--- src/rtl/button_event_gen_if.sv ---
// Button level input and per-channel event strobes between the debouncers,
// the event generator and the stopwatch control logic.
interface button_event_gen_if #(
    parameter int N_BTN = 2
);
    logic [N_BTN-1:0]   btn_level;
    logic [N_BTN-1:0]   press_pulse;
    logic [N_BTN-1:0]   release_pulse;
    logic [N_BTN-1:0]   long_pulse;
    logic [N_BTN-1:0]   repeat_pulse;
    logic [N_BTN-1:0]   held;
    logic [2*N_BTN-1:0] state_dbg;

    // Events are single-cycle strobes with no backpressure: a consumer must
    // act on a pulse in the cycle it is high; there is no valid/ready pair.
    modport master (
        input  btn_level,
        output press_pulse, release_pulse, long_pulse, repeat_pulse, held, state_dbg
    );

    modport slave (
        output btn_level,
        input  press_pulse, release_pulse, long_pulse, repeat_pulse, held, state_dbg
    );
endinterface

--- src/rtl/button_event_gen.sv ---
// Turns debounced button levels into registered single-cycle press, release,
// long-press and auto-repeat events; one independent FSM and counter per button.
module button_event_gen #(
    parameter int N_BTN         = 2,
    parameter int HOLD_CYCLES   = 1_000_000,
    parameter int REPEAT_CYCLES = 250_000,
    parameter int CNT_W         = 20
) (
    input  logic               clk,
    input  logic               rst,
    button_event_gen_if.master bus
);
    typedef enum logic [1:0] {
        IDLE    = 2'd0,
        PRESSED = 2'd1,
        LONG    = 2'd2
    } state_t;

    localparam logic [CNT_W-1:0] HOLD_LAST   = CNT_W'(HOLD_CYCLES - 1);
    localparam logic [CNT_W-1:0] REPEAT_LAST = CNT_W'(REPEAT_CYCLES - 1);

    state_t           state_q [N_BTN];
    logic [CNT_W-1:0] cnt_q   [N_BTN];
    logic [N_BTN-1:0] armed_q;
    logic [N_BTN-1:0] press_q;
    logic [N_BTN-1:0] release_q;
    logic [N_BTN-1:0] long_q;
    logic [N_BTN-1:0] repeat_q;
    logic [N_BTN-1:0] held_q;

    always_ff @(posedge clk) begin
        if (rst) begin
            for (int i = 0; i < N_BTN; i++) begin
                state_q[i] <= IDLE;
                cnt_q[i]   <= '0;
            end
            armed_q   <= '0;
            press_q   <= '0;
            release_q <= '0;
            long_q    <= '0;
            repeat_q  <= '0;
            held_q    <= '0;
        end else begin
            press_q   <= '0;
            release_q <= '0;
            long_q    <= '0;
            repeat_q  <= '0;
            // A level stuck high out of reset must be seen low before it counts.
            armed_q   <= armed_q | ~bus.btn_level;
            for (int i = 0; i < N_BTN; i++) begin
                case (state_q[i])
                    IDLE: begin
                        if (bus.btn_level[i] && armed_q[i]) begin
                            state_q[i] <= PRESSED;
                            cnt_q[i]   <= '0;
                            press_q[i] <= 1'b1;
                            held_q[i]  <= 1'b1;
                        end
                    end
                    PRESSED: begin
                        // Release wins over a coincident threshold.
                        if (!bus.btn_level[i]) begin
                            state_q[i]   <= IDLE;
                            cnt_q[i]     <= '0;
                            release_q[i] <= 1'b1;
                            held_q[i]    <= 1'b0;
                        end else if (cnt_q[i] == HOLD_LAST) begin
                            state_q[i] <= LONG;
                            cnt_q[i]   <= '0;
                            long_q[i]  <= 1'b1;
                        end else begin
                            cnt_q[i] <= cnt_q[i] + 1'b1;
                        end
                    end
                    LONG: begin
                        if (!bus.btn_level[i]) begin
                            state_q[i]   <= IDLE;
                            cnt_q[i]     <= '0;
                            release_q[i] <= 1'b1;
                            held_q[i]    <= 1'b0;
                        end else if (cnt_q[i] == REPEAT_LAST) begin
                            cnt_q[i]    <= '0;
                            repeat_q[i] <= 1'b1;
                        end else begin
                            cnt_q[i] <= cnt_q[i] + 1'b1;
                        end
                    end
                    default: begin
                        state_q[i] <= IDLE;
                        cnt_q[i]   <= '0;
                        held_q[i]  <= 1'b0;
                    end
                endcase
            end
        end
    end

    always_comb begin
        bus.state_dbg = '0;
        for (int i = 0; i < N_BTN; i++) begin
            bus.state_dbg[2*i +: 2] = state_q[i];
        end
    end

    assign bus.press_pulse   = press_q;
    assign bus.release_pulse = release_q;
    assign bus.long_pulse    = long_q;
    assign bus.repeat_pulse  = repeat_q;
    assign bus.held          = held_q;
endmodule
--- src/flat_wrapper.sv ---
// flat-port wrapper written by rule: the top's interface ports become plain ports
module button_event_gen_flat 
#(
    parameter int N_BTN         = 2,
    parameter int HOLD_CYCLES   = 1_000_000,
    parameter int REPEAT_CYCLES = 250_000,
    parameter int CNT_W         = 20
)
  (clk, rst, bus_btn_level, bus_press_pulse, bus_release_pulse, bus_long_pulse, bus_repeat_pulse, bus_held, bus_state_dbg);
  button_event_gen_if #(.N_BTN(N_BTN)) bus_i ();
  input  logic clk;
  input  logic rst;
  input wire logic [$bits(bus_i.btn_level)-1:0] bus_btn_level;
  output wire logic [$bits(bus_i.press_pulse)-1:0] bus_press_pulse;
  output wire logic [$bits(bus_i.release_pulse)-1:0] bus_release_pulse;
  output wire logic [$bits(bus_i.long_pulse)-1:0] bus_long_pulse;
  output wire logic [$bits(bus_i.repeat_pulse)-1:0] bus_repeat_pulse;
  output wire logic [$bits(bus_i.held)-1:0] bus_held;
  output wire logic [$bits(bus_i.state_dbg)-1:0] bus_state_dbg;
  assign bus_i.btn_level = bus_btn_level;
  assign bus_press_pulse = bus_i.press_pulse;
  assign bus_release_pulse = bus_i.release_pulse;
  assign bus_long_pulse = bus_i.long_pulse;
  assign bus_repeat_pulse = bus_i.repeat_pulse;
  assign bus_held = bus_i.held;
  assign bus_state_dbg = bus_i.state_dbg;
  button_event_gen #(.N_BTN(N_BTN), .HOLD_CYCLES(HOLD_CYCLES), .REPEAT_CYCLES(REPEAT_CYCLES), .CNT_W(CNT_W)) u_core (.clk(clk), .rst(rst), .bus(bus_i));
endmodule
--- config.mk ---
export PLATFORM = sky130hd
export DESIGN_NAME = button_event_gen_flat
export DESIGN_NICKNAME = d
export VERILOG_FILES = /design/src/rtl/button_event_gen_if.sv /design/src/rtl/button_event_gen.sv /design/src/flat_wrapper.sv
export SDC_FILE = /design/constraint.sdc
export NUM_CORES = 1
export LEC_CHECK = 0
export ABC_AREA = 1
export BUFFER_PORTS_ARGS = -buffer_cell sky130_fd_sc_hd__buf_2
export CORE_ASPECT_RATIO = 0.6
export CORE_MARGIN = 4
export CORE_UTILIZATION = 40
export CTS_BUF_LIST = sky130_fd_sc_hd__clkbuf_16
export CTS_CLUSTER_SIZE = 8
export DETAILED_ROUTE_END_ITERATION = 10
export PLACE_DENSITY = 0.67
export SYNTH_ARGS = -nofsm -noshare
export SYNTH_HDL_FRONTEND = slang
export SYNTH_SLANG_ARGS = --single-unit
--- constraint.sdc ---
create_clock -name clk -period 2.4 [get_ports clk]
set_clock_uncertainty 0.2 [all_clocks]
set_input_delay 0.24 -clock clk [delete_from_list [all_inputs] [get_ports clk]]
set_output_delay 0.24 -clock clk [all_outputs]
set_load 0.02 [all_outputs]
# --- Yosys cells after proc, flatten, opt, wreduce, memory -nomap -nowiden ---
# Memory sizes are Yosys's and may differ from the RTL's.
# Index checks and enable logic that the tools add are counted.
# Widths: inputs -> output; s select.
classes:
  n_addsub: 2
  multipliers: 0
  div_mod_pow: 0
  magnitude_cmp: 0
  n_eq_ne: 12
  shifts: 0
  mux: 102
  n_bitwise: 30
  n_reduce_logical: 12
op_table:
  columns: ["cell", "count"]
  rows:
  - ["$mux 20", 16]
  - ["$mux 1", 74]
  - ["$add 20x1->20 const B", 2]
  - ["$eq 20x18->1 const B", 2]
  - ["$eq 20x20->1 const B", 2]
  - ["$or 1x1->1", 26]
  - ["$mux 2", 10]
  - ["$reduce_or 2->1", 4]
  - ["$reduce_or 3->1", 2]
  - ["$eq 2x1->1 const B", 2]
  - ["$eq 2x2->1 const B", 2]
  - ["$logic_not 2->1", 2]
  - ["$ne 2x1->1 const B", 2]
  - ["$ne 2x2->1 const B", 2]
  - ["$pmux 1 s2", 2]
  - ["$reduce_and 2->1", 2]
  - ["$logic_and 1x1->1", 2]
  - ["$not 1->1", 2]
  - ["$not 2->2", 1]
  - ["$or 2x2->2", 1]
totals:
  regBits: 12
  latch_bits: 0
  mem_bits_rw: 44
  romBits: 0
  in_bits: 4
  output_inout_bits: 14
  word_cells: 168
  mem_count: 2
mem_list:
  columns: ["memory", "words", "width", "rd", "rd_ports_with_merged_regs", "wr", "line", "source"]
  rows:
  - ["u_core.cnt_q", 2, 20, 2, 0, 2, "button_event_gen.sv:23", "logic [CNT_W-1:0] cnt_q [N_BTN];"]
  - ["u_core.state_q", 2, 2, 2, 0, 2, "button_event_gen.sv:22", "state_t state_q [N_BTN];"]

# --- Logic depth before layout (Yosys ltp) ---
# Gate-level depths: netlist of run 1.
logic_depth:
  depth_word: 13
  ltp_mapped: 11
  depth_no_buf: 10

# --- Worst setup path before layout of run 1 ---
# Ideal clock, no wire load.
synth_timing:
  path_type: "register to register"
  from: "memory u_core.state_q[1][0] in the netlist's numbering"
  to: "memory u_core.cnt_q[1][0] (enable)"
  setup_time_ns: 0.497
  arrival_ns: 1.604
  required_time_ns: 1.703
  setup_slack_ns: 0.099
  path_stages_with_launch: 5
  n_path_buf: 0
  synth_period_minus_slack_ns: 2.301
  path_cell_list: "dfxtp_1 > inv_1 > ha_1 > o21ai_0 > nand4_1"
synth_rtl:
  columns: ["element", "line"]
  rows:
  - ["start: declaration", "button_event_gen.sv:22"]
  - ["end: declaration", "button_event_gen.sv:23"]

==> out/metrics.yaml, run 1 <==
detailed_place_hpwl_um: 5924
cp.required_ps: 2250
worst_slack_ps: 240.2
layout-drive-gt1-share_pct: 13.20
status: "finished, final reports clean"
final_cell_mix: "nand2_1 (102), nor2_1 (98), inv_1 (60), edfxtp_1 (43), nand3_1 (30)"
fmax_mhz: 463.0
tightest_slew_ps: 377.4
hold_violations: 0
power.share.switching_pct: 26.81
yosys_warnings: 0
drc: 0
comb_power_share_pct: 15.0
placementRows: 26
hold_class: "in2reg"
path_common_cell: "nor2_1"
reg2reg_depth: 10
min-delay-start: "rst"
grt_pass1_vias: 2622
clkTransAtPathRegs_ps: 70
clock_tree.htree_level_count: 2
port_buffers: 17
cts_tree: "done"
initial_core_util_pct: 41.80
vdd_drop_max_uv: 341.5
cp-end-kind: "flip-flop"
syn_avg_cell_area_sq_um: 7.881
cp-start-kind: "flip-flop"
dr.pass1.iters: 5
clockBufferDepth: 2
fp.dieW_um: 130.8
cts_buffers: 5
drv_slew: 0
leakagePower_nw: 1.716
critPathMaxStageDelay_ps: 430
rr_startpoint: "u_core.state_q[0][0]$_SDFFCE_PP0P_"
place_ws_ps: 255.5
grt_pass1_wl_um: 12760
r2r_end: "u_core.cnt_q[0][2]$_SDFFCE_PP0P_"
fin_crit_sh_pct: 89.99
regToRegSetupSlack_ps: 240
final_nets: 498
finalPower_mw: 2.517
synth.yosys.seq_area_share_pct: 42.89
grt_max_degree: 21
layout_commonest_cell: "nand2_1"
cts-resized-gates: 0
cp.arrival_ps: 2010
ys_top_cells_by_area: "edfxtp_1 (36%), nand2_1 (11%), nor2_1 (10%), dfxtp_1 (7.2%), inv_1 (6.2%)"
syn_to_final_growth_pct: 12.52
core-area_sq_mm: 0.008653
synth_top_cell_by_area: "edfxtp_1"
internal_power_mw: 1.842
crit_type: "reg2reg"
synth_area_sq_mm: 0.003617
holdPathStages: 2
grt_use_total_pct: 15.36
cts_sinks: 56
ant_nets: 0
maxCapViolCount: 0
gp_congestion: 0.9387
post-cts-setup-buffers: 0
clkPwrFrac_pct: 36.3
fill_cells: 802
synth_top_area_share_pct: 35.70
syn_nets: 473
post-route-min-period_ps: 2160
path_cells: "inv_1 -> ha_1 -> nand3_2 -> nor2_1 -> nand3_1 -> nand2_1 -> nor2_2 -> inv_2 -> buf_12 -> nor2_1"
routed_wl_um: 7700
worstPathMaxFanout: 11
slew_headroom_pct: 74.65
setup_violations: 0
drt_iter0_drc: 234
grt_overflow: 0
synth_seq_cells: 56
p_sw_mw: 0.6748
pwr-share-seq_pct: 48.7
cts-root-buf: "clkbuf_16"
cp_slowest_cell: "edfxtp_1"
io_pins: 18
rsz0062_at_grt: "no"
wire_per_inst_um: 12.90
p_per_area_mw_per_mm2: 618.4
syn_inst: 459
startpoint: "u_core.state_q[0][0]$_SDFFCE_PP0P_"
die-area_sq_mm: 0.01068
vias: 2942
fin_setup_tns_ps: 0
post_drt_via_cell_ratio: 4.928
antennaDiodeCount: 0
antenna_found_initial: 0
ys_types: 32
die_h_um: 81.66
hold_path_end: "u_core.armed_q[1]$_SDFF_PP0_"
clk_latency_ps: 300
-- area by class of cell --
class	count	area [sq um]	area share [%]
clock buffers	8	200.2	4.919
inverters	64	242.7	5.964
multi-input cells	330	1745	42.88
flip-flops and latches	56	1551	38.12
well taps	112	140.1	3.443
repair buffers	27	190.2	4.673
-- what timing repair did --
action,in CTS,in global routing
setup endpoints to repair,0,0
hold buffers,2,0
hold endpoints to repair,2,0
-- Yosys cell counts (all sizes together) --
cell	instances
a21o	1
a21oi	2
buf	8
clkbuf	1
dfxtp	13
edfxtp	43
ha	10
inv	64
nand2	103
nand3	35
nand3b	1
nand4	12
nor2	116
nor3	13
o21ai	5
o21bai	2
o22ai	1
o31ai	1
or2	1
xnor2	4
xor2	23
-- critical path: cells and delay by family, from the launching register on --
| family | cells | cell delay, ps |
|---|---|---|
| adders and majority gates | 1 | 200 |
| DFF | 1 | 430 |
| buffers and inverters | 3 | 500 |
| and+or+nand+nor | 6 | 570 |
-- power groups by stage --
stage	sequential, mW	combinational (mW)	clock [mW]
floorplan	1.23	0.278	0
global placement	1.24	0.370	0
detailed placement	1.24	0.371	0
CTS	1.22	0.377	0.939
global route	1.24	0.427	0.989
finish	1.22	0.378	0.914
-- metal layers --
| metal | part of all wire (%) | global-route usage, % |
|---|---|---|
| met1 | 54 | 24.06 |
| met2 | 36 | 19.94 |
| met3 | 9.2 | 4.743 |
| met4 | 0.92 | 3.696 |
| met5 | 0 | 0 |
-- worst max path at each step --
stage	slack (ps)	end
2_1_floorplan	100	u_core.cnt_q[1][0]$_SDFFCE_PP0P_
3_3_place_gp	300	u_core.cnt_q[0][2]$_SDFFCE_PP0P_
3_5_place_dp	260	u_core.cnt_q[0][2]$_SDFFCE_PP0P_
4_1_cts	240	u_core.cnt_q[0][2]$_SDFFCE_PP0P_
5_1_grt	60	u_core.cnt_q[0][3]$_SDFFCE_PP0P_
6_report	240	u_core.cnt_q[0][2]$_SDFFCE_PP0P_
-- stage by stage --
step           hold WS [ps]  area, sq um  cells  util [%]
5_1_grt               83.99         4070    597     47.04
6_report              68.93         4070    597     47.04
3_5_place_dp          256.3         3850    587     44.49
4_1_cts               61.04         4070    597     47.04
3_3_place_gp          242.6         3850    587     44.49
2_1_floorplan         112.0         3617    459         -
-- logic make-up (layout without fill, tap and decap cells) --
logic type,Yosys count,in the layout,share of synthesized area (%)
xor+xnor,27,27,6.537
simple gates,281,281,36.29
fa+ha+maj,10,10,3.459
compound gates,12,12,1.972
buf+inv,73,99,8.855
flops,56,56,42.89
-- flip-flops by register name, indices dropped and copies added, names as in the netlist --
signal,count
u_core.armed_q,2
u_core.bus.held,2
u_core.bus.long_pulse,2
u_core.bus.press_pulse,2
u_core.bus.release_pulse,2
u_core.bus.repeat_pulse,2
u_core.cnt_q,40
u_core.state_q,4
No activity file was read; power rests on OpenSTA's default activity.
==> run 2, diff against run 1 <==
--- a/config.mk
+++ b/config.mk
@@ -6,13 +6,14 @@
 export NUM_CORES = 1
 export LEC_CHECK = 0
 export ABC_AREA = 1
-export BUFFER_PORTS_ARGS = -buffer_cell sky130_fd_sc_hd__buf_2
+export BUFFER_PORTS_ARGS = -buffer_cell sky130_fd_sc_hd__buf_4
 export CORE_ASPECT_RATIO = 0.6
 export CORE_MARGIN = 4
 export CORE_UTILIZATION = 40
 export CTS_BUF_LIST = sky130_fd_sc_hd__clkbuf_16
 export CTS_CLUSTER_SIZE = 8
 export DETAILED_ROUTE_END_ITERATION = 10
+export GPL_ROUTABILITY_DRIVEN = 0
 export PLACE_DENSITY = 0.67
 export SYNTH_ARGS = -nofsm -noshare
 export SYNTH_HDL_FRONTEND = slang
==> run 2 against run 1 <==
Against the previous run:
- cell count fell by 0.17%
- sequential power barely moved
- clock power fell by 12%
- sequential share of layout area barely moved
- global-route usage barely moved
- core utilization barely moved
- cell area barely moved
- sequential cell count did not move
- total power fell by 4.3%
- fmax fell by 2.1%
- critical path type is now in2reg
- largest power group unchanged
- critical path depth rose by 1
- wire length fell by 1.0%
==> out/metrics.yaml, run 2 (synthesized netlist as in run 1, its figures left out) <==
syn_to_final_growth_pct: 12.49
final_nets: 497
initial_core_util_pct: 41.80
cts-resized-gates: 0
vdd_drop_max_uv: 343.1
drt_iter0_drc: 218
fmax_mhz: 453.4
leakagePower_nw: 1.697
post-route-min-period_ps: 2206
final_util_pct: 47.02
clockBufferDepth: 2
routed_wl_um: 7620
die-area_sq_mm: 0.01068
clkTransAtPathRegs_ps: 70
grt_pass1_vias: 2586
tightest_slew_ps: 385.7
cp.required_ps: 2250
grt_use_total_pct: 15.36
critPathMaxStageDelay_ps: 530
multi_input_area_sq_mm: 0.001745
antennaDiodeCount: 0
cts-root-buf: "clkbuf_16"
cp_slowest_cell: "dlygate4sd3_1"
cp_top_family: "buffers and inverters"
io_pins: 18
grt_max_degree: 21
largest_reg_flops: 40
rsz0062_at_grt: "no"
regToRegSetupSlack_ps: 230
dr.pass1.iters: 5
layout_commonest_cell: "nand2_1"
fill_cells: 832
grt_overflow: 0
maxCapViolCount: 0
cts_tree: "done"
hold_violations: 0
clock_tree.htree_level_count: 2
core-area_sq_mm: 0.008653
path_cells: "dlygate4sd3_1 -> buf_4 -> inv_4 -> nand3_2 -> nor2_1 -> nand3_1 -> nand2_1 -> nor2_2 -> inv_2 -> buf_12 -> nor2_1"
status: "finished, final reports clean"
worstPathMaxFanout: 16
reg_top3: "u_core.cnt_q x40, u_core.state_q x4"
fin_setup_tns_ps: 0
detailed_place_hpwl_um: 5809
holdWs_ps: 270.6
placementRows: 26
vias: 2911
cp-end-kind: "flip-flop"
crit_type: "in2reg"
hold_class: "reg2reg"
fin_crit_sh_pct: 91.91
cp.arrival_ps: 2060
drv_slew: 0
path_common_cell: "nor2_1"
p_per_area_mw_per_mm2: 592.3
regArea_sq_mm: 0.001551
setup_violations: 0
finalPower_mw: 2.410
wire_per_inst_um: 12.79
cts_sinks: 56
cts_buffers: 5
post_drt_via_cell_ratio: 4.884
layout-drive-gt1-share_pct: 12.81
ant_nets: 0
final_cell_mix: "nand2_1 (102), nor2_1 (98), inv_1 (60), edfxtp_1 (43), nand3_1 (30)"
port_buffers: 17
regMostFlops: "u_core.cnt_q"
grt_pass1_wl_um: 12730
drc: 0
placed_cell_area_sq_mm: 0.003877
cp-start-kind: "input pin"
die_h_um: 81.66
slew_headroom_pct: 74.20
clk_latency_ps: 300
fp.dieW_um: 130.8
path_buf_inv: 5
antenna_found_initial: 0
postLayoutCellArea_sq_mm: 0.004069
[run 2: cell count changes in the layout (fill, tap and decap cells not counted), sizes merged]
cell,previous run,this run
buf,25,23
clkbuf,8,6
clkinv,0,1
inv,64,65
dlygate4sd3,2,3
[run 2: area by class of cell]
cell class / instances / area share (%)
Clock inverter: 2 / 0.2768
Tap cell: 112 / 3.444
Multi-Input combinational cell: 330 / 42.90
Inverter: 64 / 5.966
Sequential cell: 56 / 38.13
Clock buffer: 6 / 3.690
Timing Repair Buffer: 26 / 5.597
[run 2: power by group]
group | total, mW | switching, mW | internal (mW) | leakage [nW]
Combinational | 0.376 | 0.243 | 0.133 | 1.05
Sequential | 1.23 | 0.0932 | 1.14 | 0.565
Clock | 0.805 | 0.355 | 0.450 | 0.0823
Total | 2.41 | 0.691 | 1.72 | 1.70
[run 2: per-layer routing]
layer	vias up	part of all wire, %	global-route usage (%)
li1	1499	-	-
met1	1312	57	24.76
met2	92	34	19.43
met3	8	7.0	4.029
met4	0	1.1	4.107
met5	-	0	0
[run 2: worst reg2reg max path, delay by kind of cell, from the launching register on]
family,cells,cell delay (ps)
adders and majority gates,1,210
buffers and inverters,3,520
and+or+nand+nor,6,560
DFF,1,430
[run 2: what timing repair did]
| action | in CTS | in global routing |
|---|---|---|
| setup buffers | 0 | 0 |
| endpoints found under the setup margin | 0 | 0 |
| hold endpoints to repair | 3 | 0 |
| hold buffers | 3 | 0 |
[run 2: final timing paths]
path / start / end / depth (start not counted)
worst min-delay path: u_core.armed_q[0]$_SDFF_PP0_ / u_core.armed_q[0]$_SDFF_PP0_ / 2
worst max-delay path: rst / u_core.cnt_q[0][2]$_SDFFCE_PP0P_ / 11
worst max register to register: u_core.state_q[0][0]$_SDFFCE_PP0P_ / u_core.cnt_q[0][2]$_SDFFCE_PP0P_ / 10
worst min register to register: u_core.armed_q[0]$_SDFF_PP0_ / u_core.armed_q[0]$_SDFF_PP0_ / 2
[run 2: per-stage QoR]
stage / worst slack, ps / cells
after floorplan: 99.19 / 459
final: 194.2 / 596
after CTS: 181.5 / 596
after global placement: 321.4 / 585
after detailed placement: 251.0 / 585
after global routing: 28.84 / 596
==> run 3, diff against run 2 <==
--- a/config.mk
+++ b/config.mk
@@ -5,7 +5,6 @@
 export SDC_FILE = /design/constraint.sdc
 export NUM_CORES = 1
 export LEC_CHECK = 0
-export ABC_AREA = 1
 export BUFFER_PORTS_ARGS = -buffer_cell sky130_fd_sc_hd__buf_4
 export CORE_ASPECT_RATIO = 0.6
 export CORE_MARGIN = 4
==> run 3 against run 2 <==
Against the previous run:
- synthesized area shrank 17%
- synthesized cell count shrank 39%
- critical path type is now reg2reg
- hold slack lost 260 ps
- critical endpoint is now u_core.cnt_q[0][12]$_SDFFCE_PP0P_
==> out/metrics.yaml, run 3 <==
status: "finished, final reports clean"
dr.pass1.iters: 4
finalPower_mw: 2.355
largest_reg_flops: 40
final_nets: 333
p_per_area_mw_per_mm2: 660.4
power.share.switching_pct: 26.17
worst_slack_ps: 98.09
post_drt_via_cell_ratio: 5.094
drt_iter0_drc: 233
clockBufferDepth: 2
worst-path-stages: 6
cp_slowest_cell: "or4_4"
initial_core_util_pct: 41.12
clk_latency_ps: 290
cp-start-kind: "flip-flop"
detailed_place_hpwl_um: 4090
cts_buffers: 5
layout-drive-gt1-share_pct: 21.56
regMostFlops: "u_core.cnt_q"
cp.arrival_ps: 2150
drv_slew: 0
final_cell_mix: "nor2_1 (43), edfxtp_1 (43), buf_4 (32), nor2_2 (20)"
fmax_mhz: 434.4
fin_setup_tns_ps: 0
synth-async-reset-ratio_pct: 0
fin_crit_sh_pct: 95.91
tightest_slew_ps: 477.9
grt_use_total_pct: 13.33
hold_class: "in2reg"
p_sw_mw: 0.6163
hold_violations: 0
synth_top_cell_by_area: "edfxtp_1"
internal_power_mw: 1.739
fp.dieW_um: 119.6
final_util_pct: 49.07
grt_overflow: 0
cp.required_ps: 2250
placementRows: 24
holdPathStages: 2
syn_inst: 282
ys_top_cells_by_area: "edfxtp_1 (43%), dfxtp_1 (8.7%), nor2_1 (5.4%), xnor2_1 (5.3%), xor2_1 (5.3%)"
min-delay-start: "rst"
r2r_end: "u_core.cnt_q[0][12]$_SDFFCE_PP0P_"
die-area_sq_mm: 0.008962
grt_max_degree: 21
comb_power_share_pct: 13.3
yosys_warnings: 0
ys_top_cells_by_count: "edfxtp_1 (43), nor2_1 (43), nor2_2 (20)"
core-area_sq_mm: 0.007267
grt_pass1_vias: 1961
place_ws_ps: 86.36
reg2reg_depth: 6
drc: 0
wire_per_inst_um: 13.73
routed_wl_um: 5822
synthFlopType: "edfxtp_1"
synth_area_sq_mm: 0.002988
post-route-min-period_ps: 2302
vias: 2160
syn_nets: 296
placed_cell_area_sq_mm: 0.003329
clkTransAtPathRegs_ps: 70
path_buf_inv: 1
syn_avg_cell_area_sq_um: 10.60
setup_violations: 0
worstPathMaxFanout: 9
antennaDiodeCount: 0
clock_tree.htree_level_count: 2
reg_top3: "u_core.cnt_q x40, u_core.state_q x4"
cts_sinks: 56
die_h_um: 74.95
grt_pass1_wl_um: 9591
leakagePower_nw: 1.254
clkPwrFrac_pct: 33.5
cp-end-kind: "flip-flop"
cts-root-buf: "clkbuf_16"
io_pins: 18
ant_nets: 0
slew_headroom_pct: 67.88
hold_path_end: "u_core.armed_q[0]$_SDFF_PP0_"
cts_tree: "done"
cp_top_family: "simple AND/OR/NAND/NOR gates"
antenna_found_initial: 0
synth.yosys.seq_area_share_pct: 51.93
port_buffers: 17
syn_to_final_growth_pct: 19.35
critPathMaxStageDelay_ps: 580
synth_seq_cells: 56
ys_types: 37
maxCapViolCount: 0
rr_startpoint: "u_core.cnt_q[0][11]$_SDFFCE_PP0P_"
pwr-share-seq_pct: 53.2
postLayoutCellArea_sq_mm: 0.003566
synth_edf_count: 43
crit_type: "reg2reg"
vdd_drop_max_uv: 291.0
regToRegSetupSlack_ps: 100
synth_top_area_share_pct: 43.22
path_cells: "or4_4 -> nor4_2 -> and4_1 -> nand3b_4 -> clkbuf_16 -> nor2_2"
==> run 3: cell types whose count changed after synthesis, sizes merged, moves of 6 or more <==
| cell | previous run | this run |
|---|---|---|
| nand3 | 35 | 19 |
| nor4 | 0 | 11 |
| nor2 | 116 | 63 |
| xnor2 | 4 | 18 |
| inv | 64 | 14 |
| nand2 | 103 | 12 |
| and3 | 0 | 6 |
| nor3 | 13 | 6 |
==> run 3: metal layers <==
| metal | part of all wire [%] | GRT usage (%) |
|---|---|---|
| met2 | 40 | 18.25 |
| met5 | 0 | 0 |
| met1 | 54 | 20.87 |
| met4 | 1.1 | 3.934 |
| met3 | 5.4 | 2.928 |
==> run 3: area by class of cell <==
class	count	area, sq um
well taps	104	130.1
repair buffers	36	305.3
fillers	647	3701
inverters	14	52.55
flip-flops and latches	56	1551
clock inverters	2	11.26
clock buffers	6	150.1
multi-input cells	206	1365
==> run 3: worst max path at each step <==
stage	startpoint	end	slack [ps]
after floorplan	u_core.state_q[1][0]$_SDFFE_PP0P_	u_core.state_q[1][1]$_DFFE_PP_	170
after global placement	u_core.cnt_q[0][10]$_SDFFCE_PP0P_	u_core.cnt_q[0][9]$_SDFFCE_PP0P_	120
after detailed placement	u_core.cnt_q[0][11]$_SDFFCE_PP0P_	u_core.cnt_q[0][17]$_SDFFCE_PP0P_	90
after CTS	u_core.cnt_q[0][11]$_SDFFCE_PP0P_	u_core.cnt_q[0][11]$_SDFFCE_PP0P_	80
after global routing	u_core.cnt_q[1][0]$_SDFFCE_PP0P_	u_core.cnt_q[1][2]$_SDFFCE_PP0P_	-6
final	u_core.cnt_q[0][11]$_SDFFCE_PP0P_	u_core.cnt_q[0][12]$_SDFFCE_PP0P_	100
==> run 3: worst register-to-register path, stage by stage (launching register included) <==
cell,delay [ps]
edfxtp_1,410
or4_4,580
nor4_2,210
and4_1,230
nand3b_4,190
clkbuf_16,190
nor2_2,40
==> run 3: kinds of logic (layout without fill, tap and decap cells) <==
| family | Yosys count | after routing | share of synthesized area (%) |
|---|---|---|---|
| xor gates and xnor gates | 36 | 36 | 10.55 |
| buffers and inverters | 20 | 58 | 3.140 |
| AOI/OAI and AO/OA | 11 | 11 | 2.387 |
| and+or+nand+nor | 149 | 149 | 27.81 |
| adders and majority gates | 10 | 10 | 4.188 |
| DFF | 56 | 56 | 51.93 |
==> run 3: power groups by stage <==
stage               combinational, mW  sequential, mW  clock [mW]
global placement                0.297            1.27           0
finish                          0.314            1.25       0.788
global route                    0.350            1.27       0.843
floorplan                       0.195            1.26           0
detailed placement              0.300            1.27           0
CTS                             0.304            1.25       0.801
==> run 3: what timing repair did <==
action                                  in CTS  in global routing
hold buffers                                 2                  0
resized for setup                            0                  3
endpoints found under the setup margin       0                 39
buffers inserted                             0                  1
hold endpoints to repair                     4                  0
==> run 3: metrics by stage <==
stage | cells | hold slack [ps]
2_1_floorplan | 282 | 116.1
3_3_place_gp | 412 | 239.4
3_5_place_dp | 412 | 244.9
4_1_cts | 422 | 9.121
5_1_grt | 424 | 27.38
6_report | 424 | 13.35
